===== src/rtl/regfile_mp_if.sv =====
// Purpose : bundles the register-file access signals (write port, read ports, clear control/status).
// Latency : n/a (signal container only).
// Backpressure: none; writes issued while a clear runs are dropped and flagged on wr_drop.
// Ports   : master = decode/writeback side (drives addresses, data, clr_req);
//           slave  = register file (drives rdata, clr_busy, clr_done, wr_drop).
interface regfile_mp_if #(
    parameter int XLEN  = 32,
    parameter int NREGS = 32,
    parameter int NRD   = 2
);
    localparam int AW = $clog2(NREGS);

    logic                  we;
    logic [AW-1:0]         waddr;
    logic [XLEN-1:0]       wdata;
    logic [NRD*AW-1:0]     raddr;
    logic [NRD*XLEN-1:0]   rdata;
    logic                  clr_req;
    logic                  clr_busy;
    logic                  clr_done;
    logic                  wr_drop;

    modport master (
        output we, waddr, wdata, raddr, clr_req,
        input  rdata, clr_busy, clr_done, wr_drop
    );

    modport slave (
        input  we, waddr, wdata, raddr, clr_req,
        output rdata, clr_busy, clr_done, wr_drop
    );
endinterface


===== src/rtl/regfile_mp.sv =====
// Purpose : NRD-read / 1-write integer register file with hard-wired x0 and a bulk-clear sequencer.
// Latency : reads combinational (0 cycles); writes visible the cycle after; clear takes NREGS-1 cycles + 1 done cycle.
// Backpressure: none; writes arriving while the clear sequencer is active are discarded and flagged on wr_drop.
// Ports   : clk, rst_n (async active-low) plain; bus (regfile_mp_if.slave) carries we/waddr/wdata,
//           raddr/rdata (port k at slice k), clr_req in, clr_busy/clr_done/wr_drop out (all registered).
// Config  : REGFILE_BYPASS_EN defined -> an accepted write is forwarded to matching read ports in the same cycle.
module regfile_mp #(
    parameter int XLEN  = 32,
    parameter int NREGS = 32,
    parameter int NRD   = 2
) (
    input  logic          clk,
    input  logic          rst_n,
    regfile_mp_if.slave   bus
);
    localparam int AW = $clog2(NREGS);
    localparam logic [AW-1:0] PTR_FIRST = AW'(1);
    localparam logic [AW-1:0] PTR_LAST  = AW'(NREGS - 1);

    typedef enum logic [1:0] {
        ST_IDLE  = 2'd0,
        ST_CLEAR = 2'd1,
        ST_DONE  = 2'd2
    } state_t;

    state_t              state_q;
    logic [AW-1:0]       ptr_q;
    logic                clr_busy_q;
    logic                clr_done_q;
    logic                wr_drop_q;
    logic [XLEN-1:0]     regs_q [NREGS];

    logic                wr_nz;
    logic                wr_ok;
    logic [NRD*XLEN-1:0] rdata_w;

    // x0 writes are neither performed nor reported as drops.
    assign wr_nz = bus.we && (bus.waddr != '0);
    assign wr_ok = wr_nz && (state_q == ST_IDLE);

    // ------------------------------------------------------------------
    // Clear sequencer. Status outputs are registered alongside the state so
    // clr_busy tracks CLEAR and clr_done tracks DONE without decode glitches.
    // ------------------------------------------------------------------
    always_ff @(posedge clk or negedge rst_n) begin
        if (!rst_n) begin
            state_q    <= ST_IDLE;
            ptr_q      <= '0;
            clr_busy_q <= 1'b0;
            clr_done_q <= 1'b0;
            wr_drop_q  <= 1'b0;
        end else begin
            wr_drop_q  <= wr_nz && (state_q != ST_IDLE);
            clr_done_q <= 1'b0;
            case (state_q)
                ST_IDLE: begin
                    if (bus.clr_req) begin
                        state_q    <= ST_CLEAR;
                        ptr_q      <= PTR_FIRST;
                        clr_busy_q <= 1'b1;
                    end
                end
                ST_CLEAR: begin
                    // Hold ptr on the last register so it never wraps.
                    if (ptr_q == PTR_LAST) begin
                        state_q    <= ST_DONE;
                        clr_busy_q <= 1'b0;
                        clr_done_q <= 1'b1;
                    end else begin
                        ptr_q <= ptr_q + PTR_FIRST;
                    end
                end
                ST_DONE: begin
                    state_q <= ST_IDLE;
                end
                default: begin
                    state_q    <= ST_IDLE;
                    clr_busy_q <= 1'b0;
                end
            endcase
        end
    end

    // ------------------------------------------------------------------
    // Storage. Writes only land in IDLE and clearing only happens in CLEAR,
    // so the two update sources are mutually exclusive. Entry 0 is never
    // written and stays zero from reset.
    // ------------------------------------------------------------------
    always_ff @(posedge clk or negedge rst_n) begin
        if (!rst_n) begin
            for (int i = 0; i < NREGS; i++) begin
                regs_q[i] <= '0;
            end
        end else if (wr_ok) begin
            regs_q[bus.waddr] <= bus.wdata;
        end else if (state_q == ST_CLEAR) begin
            regs_q[ptr_q] <= '0;
        end
    end

    // ------------------------------------------------------------------
    // Read ports: independent combinational muxes.
    // ------------------------------------------------------------------
    for (genvar k = 0; k < NRD; k++) begin : g_rd
        logic [AW-1:0]   ra;
        logic [XLEN-1:0] rd;

        assign ra = bus.raddr[k*AW +: AW];

        always_comb begin
            rd = regs_q[ra];
`ifdef REGFILE_BYPASS_EN
            // Forward only writes that will actually be committed this edge.
            if (wr_ok && (bus.waddr == ra)) begin
                rd = bus.wdata;
            end
`endif
            if (ra == '0) begin
                rd = '0;
            end
        end

        assign rdata_w[k*XLEN +: XLEN] = rd;
    end

    assign bus.rdata    = rdata_w;
    assign bus.clr_busy = clr_busy_q;
    assign bus.clr_done = clr_done_q;
    assign bus.wr_drop  = wr_drop_q;
endmodule


===== src/flat_wrapper.sv =====
// flat-port wrapper written by rule: the top's interface ports become plain ports
module regfile_mp_flat 
#(
    parameter int XLEN  = 32,
    parameter int NREGS = 32,
    parameter int NRD   = 2
)
  (clk, rst_n, bus_we, bus_waddr, bus_wdata, bus_raddr, bus_clr_req, bus_rdata, bus_clr_busy, bus_clr_done, bus_wr_drop);
  regfile_mp_if #(.XLEN(XLEN), .NREGS(NREGS), .NRD(NRD)) bus_i ();
  input  logic clk;
  input  logic rst_n;
  input wire logic [$bits(bus_i.we)-1:0] bus_we;
  input wire logic [$bits(bus_i.waddr)-1:0] bus_waddr;
  input wire logic [$bits(bus_i.wdata)-1:0] bus_wdata;
  input wire logic [$bits(bus_i.raddr)-1:0] bus_raddr;
  input wire logic [$bits(bus_i.clr_req)-1:0] bus_clr_req;
  output wire logic [$bits(bus_i.rdata)-1:0] bus_rdata;
  output wire logic [$bits(bus_i.clr_busy)-1:0] bus_clr_busy;
  output wire logic [$bits(bus_i.clr_done)-1:0] bus_clr_done;
  output wire logic [$bits(bus_i.wr_drop)-1:0] bus_wr_drop;
  assign bus_i.we = bus_we;
  assign bus_i.waddr = bus_waddr;
  assign bus_i.wdata = bus_wdata;
  assign bus_i.raddr = bus_raddr;
  assign bus_i.clr_req = bus_clr_req;
  assign bus_rdata = bus_i.rdata;
  assign bus_clr_busy = bus_i.clr_busy;
  assign bus_clr_done = bus_i.clr_done;
  assign bus_wr_drop = bus_i.wr_drop;
  regfile_mp #(.XLEN(XLEN), .NREGS(NREGS), .NRD(NRD)) u_core (.clk(clk), .rst_n(rst_n), .bus(bus_i));
endmodule

===== config.mk =====
export PLATFORM = sky130hd
export DESIGN_NAME = regfile_mp_flat
export DESIGN_NICKNAME = d
export VERILOG_FILES = /design/src/rtl/regfile_mp_if.sv /design/src/rtl/regfile_mp.sv /design/src/flat_wrapper.sv
export SDC_FILE = /design/constraint.sdc
export NUM_CORES = 2
export LEC_CHECK = 0
export BUFFER_PORTS_ARGS = -buffer_cell sky130_fd_sc_hd__buf_2
export CAP_MARGIN = 10
export CORE_ASPECT_RATIO = 0.7
export CORE_MARGIN = 3
export CORE_UTILIZATION = 50
export DETAILED_ROUTE_END_ITERATION = 10
export MAX_ROUTING_LAYER = met4
export PLACE_DENSITY = 0.68
export SYNTH_ARGS = -nofsm -noshare
export SYNTH_HDL_FRONTEND = slang
export SYNTH_SLANG_ARGS = --single-unit

===== constraint.sdc =====
create_clock -name clk -period 2.15 [get_ports clk]
set_clock_uncertainty 0.05 [all_clocks]
set_input_delay 0.215 -clock clk [delete_from_list [all_inputs] [get_ports clk]]
set_output_delay 0.215 -clock clk [all_outputs]
set_load 0.02 [all_outputs]

# After elaboration in Yosys (flattened, before gate mapping)
# Index checks and enable logic that the tools add are counted.
totals:
  input_bits: 51
  reg_bits: 1034
  word_cells: 98
  out_inout_bits: 67
classes:
  reduce_logical: 15
  order_cmp: 6
  n_eq_ne: 6
  muxes: 26
  n_addsub: 1
  n_bitwise: 7
op_table:
  columns: ["operator", "count"]
  rows:
  - ["two-way mux 1024 bit", 2]
  - ["AND 1024 bit", 1]
  - ["bitwise mux 1024 bit", 1]
  - ["NOT 1024 bit", 1]
  - ["binary-select mux 32 bit (select 5 bit)", 2]
  - ["demux 32 bit (select 5 bit)", 2]
  - ["two-way mux 32 bit", 8]
  - [">= comparator 6 bit, second input constant", 4]
  - ["NOT 5 -> 6 bit", 4]
  - ["< comparator 6 x 1 -> 1 bit, second input constant", 2]
  - ["zero test 5 bit", 2]
  - ["two-way mux 5 bit", 2]
  - ["case mux 5 bit (2 select lines)", 1]
  - ["AND reduction 3 bit", 2]
  - ["nonzero test 2 bit", 3]
  - ["adder 5 x 1 -> 5 bit, second input constant", 1]
  - ["equality test 5 bit, second input constant", 1]
  - ["logical AND 1 bit", 5]
  - ["nonzero test 5 bit", 1]
  - ["two-way mux 1 bit", 4]
  - ["two-way mux 2 bit", 2]
  - ["!= test 2 bit, second input constant", 2]
  - ["case mux 2 bit (2 select lines)", 1]
  - ["case mux 1 bit (3 select lines)", 1]
  - ["6 further kinds", 6]

# Depth between registers and ports, before layout
depth:
  ltp_word: 9
  depth_mapped: 8
  depth_no_buf: 7

# Least setup slack after synthesis
# OpenSTA, ideal clock, no wires.
synth_path:
  kind: "input port to output port"
  from: "input port bus_raddr[6]"
  to: "output port bus_rdata[60]"
  cell_stages: 7
  setup_slack_ns: -0.144
  required_time_ns: 1.885
  arrival_time_ns: 2.029
  cell_sequence: "buf_2 > buf_2 > nor2_1 > clkbuf_1 > a221oi_1 > o21ai_0 > a311oi_1"
synth_via:
  elab_chain_cells: 5
synth_lines:
  columns: ["item", "line", "text"]
  rows:
  - ["start: declaration", "flat_wrapper.sv:15", "input wire logic [$bits(bus_i.raddr)-1:0] bus_raddr;"]
  - ["NOT 5 -> 6 bit (not written as such)", "regfile_mp.sv:111", "rd = regs_q[ra];"]
  - ["binary-select mux 32 bit (select 5 bit)", "regfile_mp.sv:111", null]
  - ["two-way mux 32 bit (not written as such) (2 in series)", "regfile_mp.sv:111", null]
  - ["two-way mux 32 bit (*)", "regfile_mp.sv:118", "if (ra == '0) begin"]
  - ["end: declaration", "flat_wrapper.sv:17", "output wire logic [$bits(bus_i.rdata)-1:0] bus_rdata;"]
# Mark *: on every way between the ends. The rest lies on a longest branch, timed or not. The select of a mux whose other input is x is not followed.

# Worst setup path in the final report
layout_path:
  from: "register u_core.regs_q[646] in the netlist's numbering"
  to: "output port bus_rdata[38]"
layout_via:
  elab_chain_cells: 4
layout_lines:
  columns: ["item", "line", "text"]
  rows:
  - ["start: declaration", "regfile_mp.sv:31", "logic [XLEN-1:0] regs_q [NREGS];"]
  - ["start signal: indexed assignment", "regfile_mp.sv:95", "regs_q[bus.waddr] <= bus.wdata;"]
  - ["binary-select mux 32 bit (select 5 bit)", "regfile_mp.sv:111", null]
  - ["two-way mux 32 bit (not written as such) (2 in series)", "regfile_mp.sv:111", null]
  - ["two-way mux 32 bit", "regfile_mp.sv:118", null]
# No other way between the ends. The select of a mux whose other input is x is not followed.

==> flow_summary.toml <==
[status]
status = "finished, violations left"
violations = "setup timing"

[timing]
fmax_ghz = 0.358
worst_pin_slew_ns = 1.17
fin_crit_ns = 2.79
finalHoldViolations = 0
fin_setup_tns_ns = -32.01
period_share_pct = 130
maxSlewViolCount = 0
setup_viol = 68
worst_slack_ns = -0.642
rsz0062_at_grt = "true"
relSlewSlack_pct = 21.7

[setup_path]
crit_path_max_fanout = 3
critPathKind = "register to primary output"
end_kind = "primary output"
rrSetupSlack_ns = -0.02
start_kind = "register"
cp.required_ns = 1.88
critPathArrivalTime_ns = 2.53

[synth]
synthDistinctLibCells = 43
seq_area_frac_synth_pct = 48.6
synth-edff-count = 0
netlist_area_mm2 = 0.0532
netlist_instances = 3810
ys_ff_latch = 1034
ys.warnings.count = 0
synthesis.nets = 3866
synth_flop_cell = "dfrtp_1"
syn_avg_cell_area_um2 = 14.0
async_reset_ff_share_pct = 100

[routing]
drtIter0Drc = 6692
drt-total-wl_mm = 221
drt-pass1-iter-count = 8
postRouteAntennaNets = 0
drc_errors = 0
via_count = 44400
viasPerCell = 7.74
drt-wirelength-per-cell_um = 38.5

[place]
dp_hpwl_mm = 141
dp.cells = 5486
gp_congestion = 0.962
port_buffers = 117

[finish]
multi_input_area_mm2 = 0.0277
final_common_cell = "dfrtp_1"
fin_cells = 5738
nets = 4290
regArea_mm2 = 0.0259
fin_util_pct = 64.4
fillCellCount = 7469
final_cell_mix = "dfrtp_1 (1034), a22o_1 (994), buf_4 (519)"
drive_gt1_share_pct = 42.7
syn_to_final_growth_pct = 27.0

[power]
cellPowerDensity_mw_per_mm2 = 882
ir_worst_vdd_mv = 0.742
p_leak_nw = 30.1
power_mw = 59.6

[cts]
clock-sinks = 1034
htree_num_levels = 3
cts-root-buf = "clkbuf_16"
cts_buffers = 103
cts_buffer_depth = 3
clock_latency_ns = 0.69
clk_pin_slew_worst_paths_ns = 0.07
cts_tree = "done"

[grt]
grt_pass1_vias = 43800
overflow = 0
grt_pass1_wl_mm = 319
grtUsageTotal_pct = 40.8
antenna_found_initial = 6
grt_max_degree = 100

[floorplan]
placementRows = 99
dieArea_mm2 = 0.110
coreArea_mm2 = 0.105
die_x_um = 396
start_util_pct = 50.7
io_pins = 118
die_h_um = 279

[hold_path]
hold_class = "primary input to register"

[run]
maxCapViolCount = 0
-- power breakdown --
part / internal [mW] / switching, mW
combinational: 7.76 / 7.99
sequential: 22.4 / 2.61
clock: 10.7 / 8.17
total: 40.9 / 18.8
-- through the flow --
stage	setup slack, ns	hold WS (ns)	cell area, µm²
final	-0.642	0.0556	67600
after global placement	-0.475	0.0755	61700
after detailed placement	-0.509	0.0824	61700
after CTS	-0.606	0.0146	66500
after global routing	-0.688	0.0702	67500
after floorplan	0.0175	-0.131	53600
-- what timing repair did --
item	4_1_cts	5_1_grt
endpoints found under the hold margin	689	0
resized for setup	314	190
setup endpoints to repair	119	363
setup buffers	30	33
pin swaps	59	65
hold buffers	4	0
gates cloned	1	1
-- flip-flops by register name, indices dropped and copies added (netlist names) --
name                 cells
u_core.regs_q         1024
u_core.ptr_q             5
u_core.state_q           2
u_core.bus.clr_busy      1
u_core.bus.clr_done      1
u_core.bus.wr_drop       1
-- layer usage --
layer	track usage (%)	up-vias	wire length [µm]
met5	-	-	0
li1	-	16500	-
met4	18.0	0	12000
met3	17.3	800	36000
met1	54.7	23000	81500
met2	53.8	4167	91200
-- worst paths after layout --
| kind | startpoint | end | cells past startpoint |
|---|---|---|---|
| max | u_core.regs_q[646]$_DFFE_PN0P_ | bus_rdata[38] | 6 |
| min | bus_wdata[11] | u_core.regs_q[875]$_DFFE_PN0P_ | 2 |
| max reg2reg | u_core.state_q[0]$_DFFE_PN0P_ | u_core.regs_q[610]$_DFFE_PN0P_ | 8 |
| min reg2reg | u_core.regs_q[1014]$_DFFE_PN0P_ | u_core.regs_q[1014]$_DFFE_PN0P_ | 1 |
| max in group asynchronous | rst_n | u_core.regs_q[527]$_DFFE_PN0P_ | 3 |
| min in group asynchronous | rst_n | u_core.regs_q[992]$_DFFE_PN0P_ | 3 |
-- layout make-up --
class / count / area share (%)
inverter: 9 / 0.0537
tap: 1414 / 2.62
timing repair buffer: 818 / 12.8
antenna: 10 / 0.0370
clock buffer: 144 / 4.46
clock inverter: 41 / 0.665
sequential: 1034 / 38.3
multi-input combinational: 2268 / 41.0
-- Yosys cell counts, types with 13 or more instances --
cell / n / area, µm²
nand2_1: 39 / 146
clkbuf_1: 334 / 1250
a22o_1: 994 / 8710
a21oi_1: 27 / 135
mux2_2: 65 / 732
and2_1: 41 / 257
dfrtp_1: 1034 / 25900
o2111ai_1: 16 / 140
a211oi_1: 64 / 480
nor3_2: 13 / 130
buf_2: 151 / 756
mux4_2: 448 / 10100
a311oi_1: 64 / 561
a221oi_1: 48 / 420
nor2b_1: 72 / 450
o21ai_0: 118 / 591
mux2i_1: 128 / 1280
a22oi_1: 65 / 488
-- critical path, cell delays in order (launching register included) --
cell      delay (ns)
dfrtp_1         0.40
mux4_2          0.49
nor2b_4         0.15
a211oi_2        0.32
buf_4           0.19
a311oi_4        0.04
buf_6           0.22
-- logic make-up after synthesis --
family / after synthesis / synth area share [%]
adder cells (fa/ha/maj): 5 / 0.118
buffers and inverters: 508 / 3.97
AO/OA/AOI/OAI: 1404 / 21.8
AND/OR/NAND/NOR: 218 / 2.79
flip-flops: 1034 / 48.6
multiplexers: 641 / 22.7
Power figures use the tool's default switching activity.
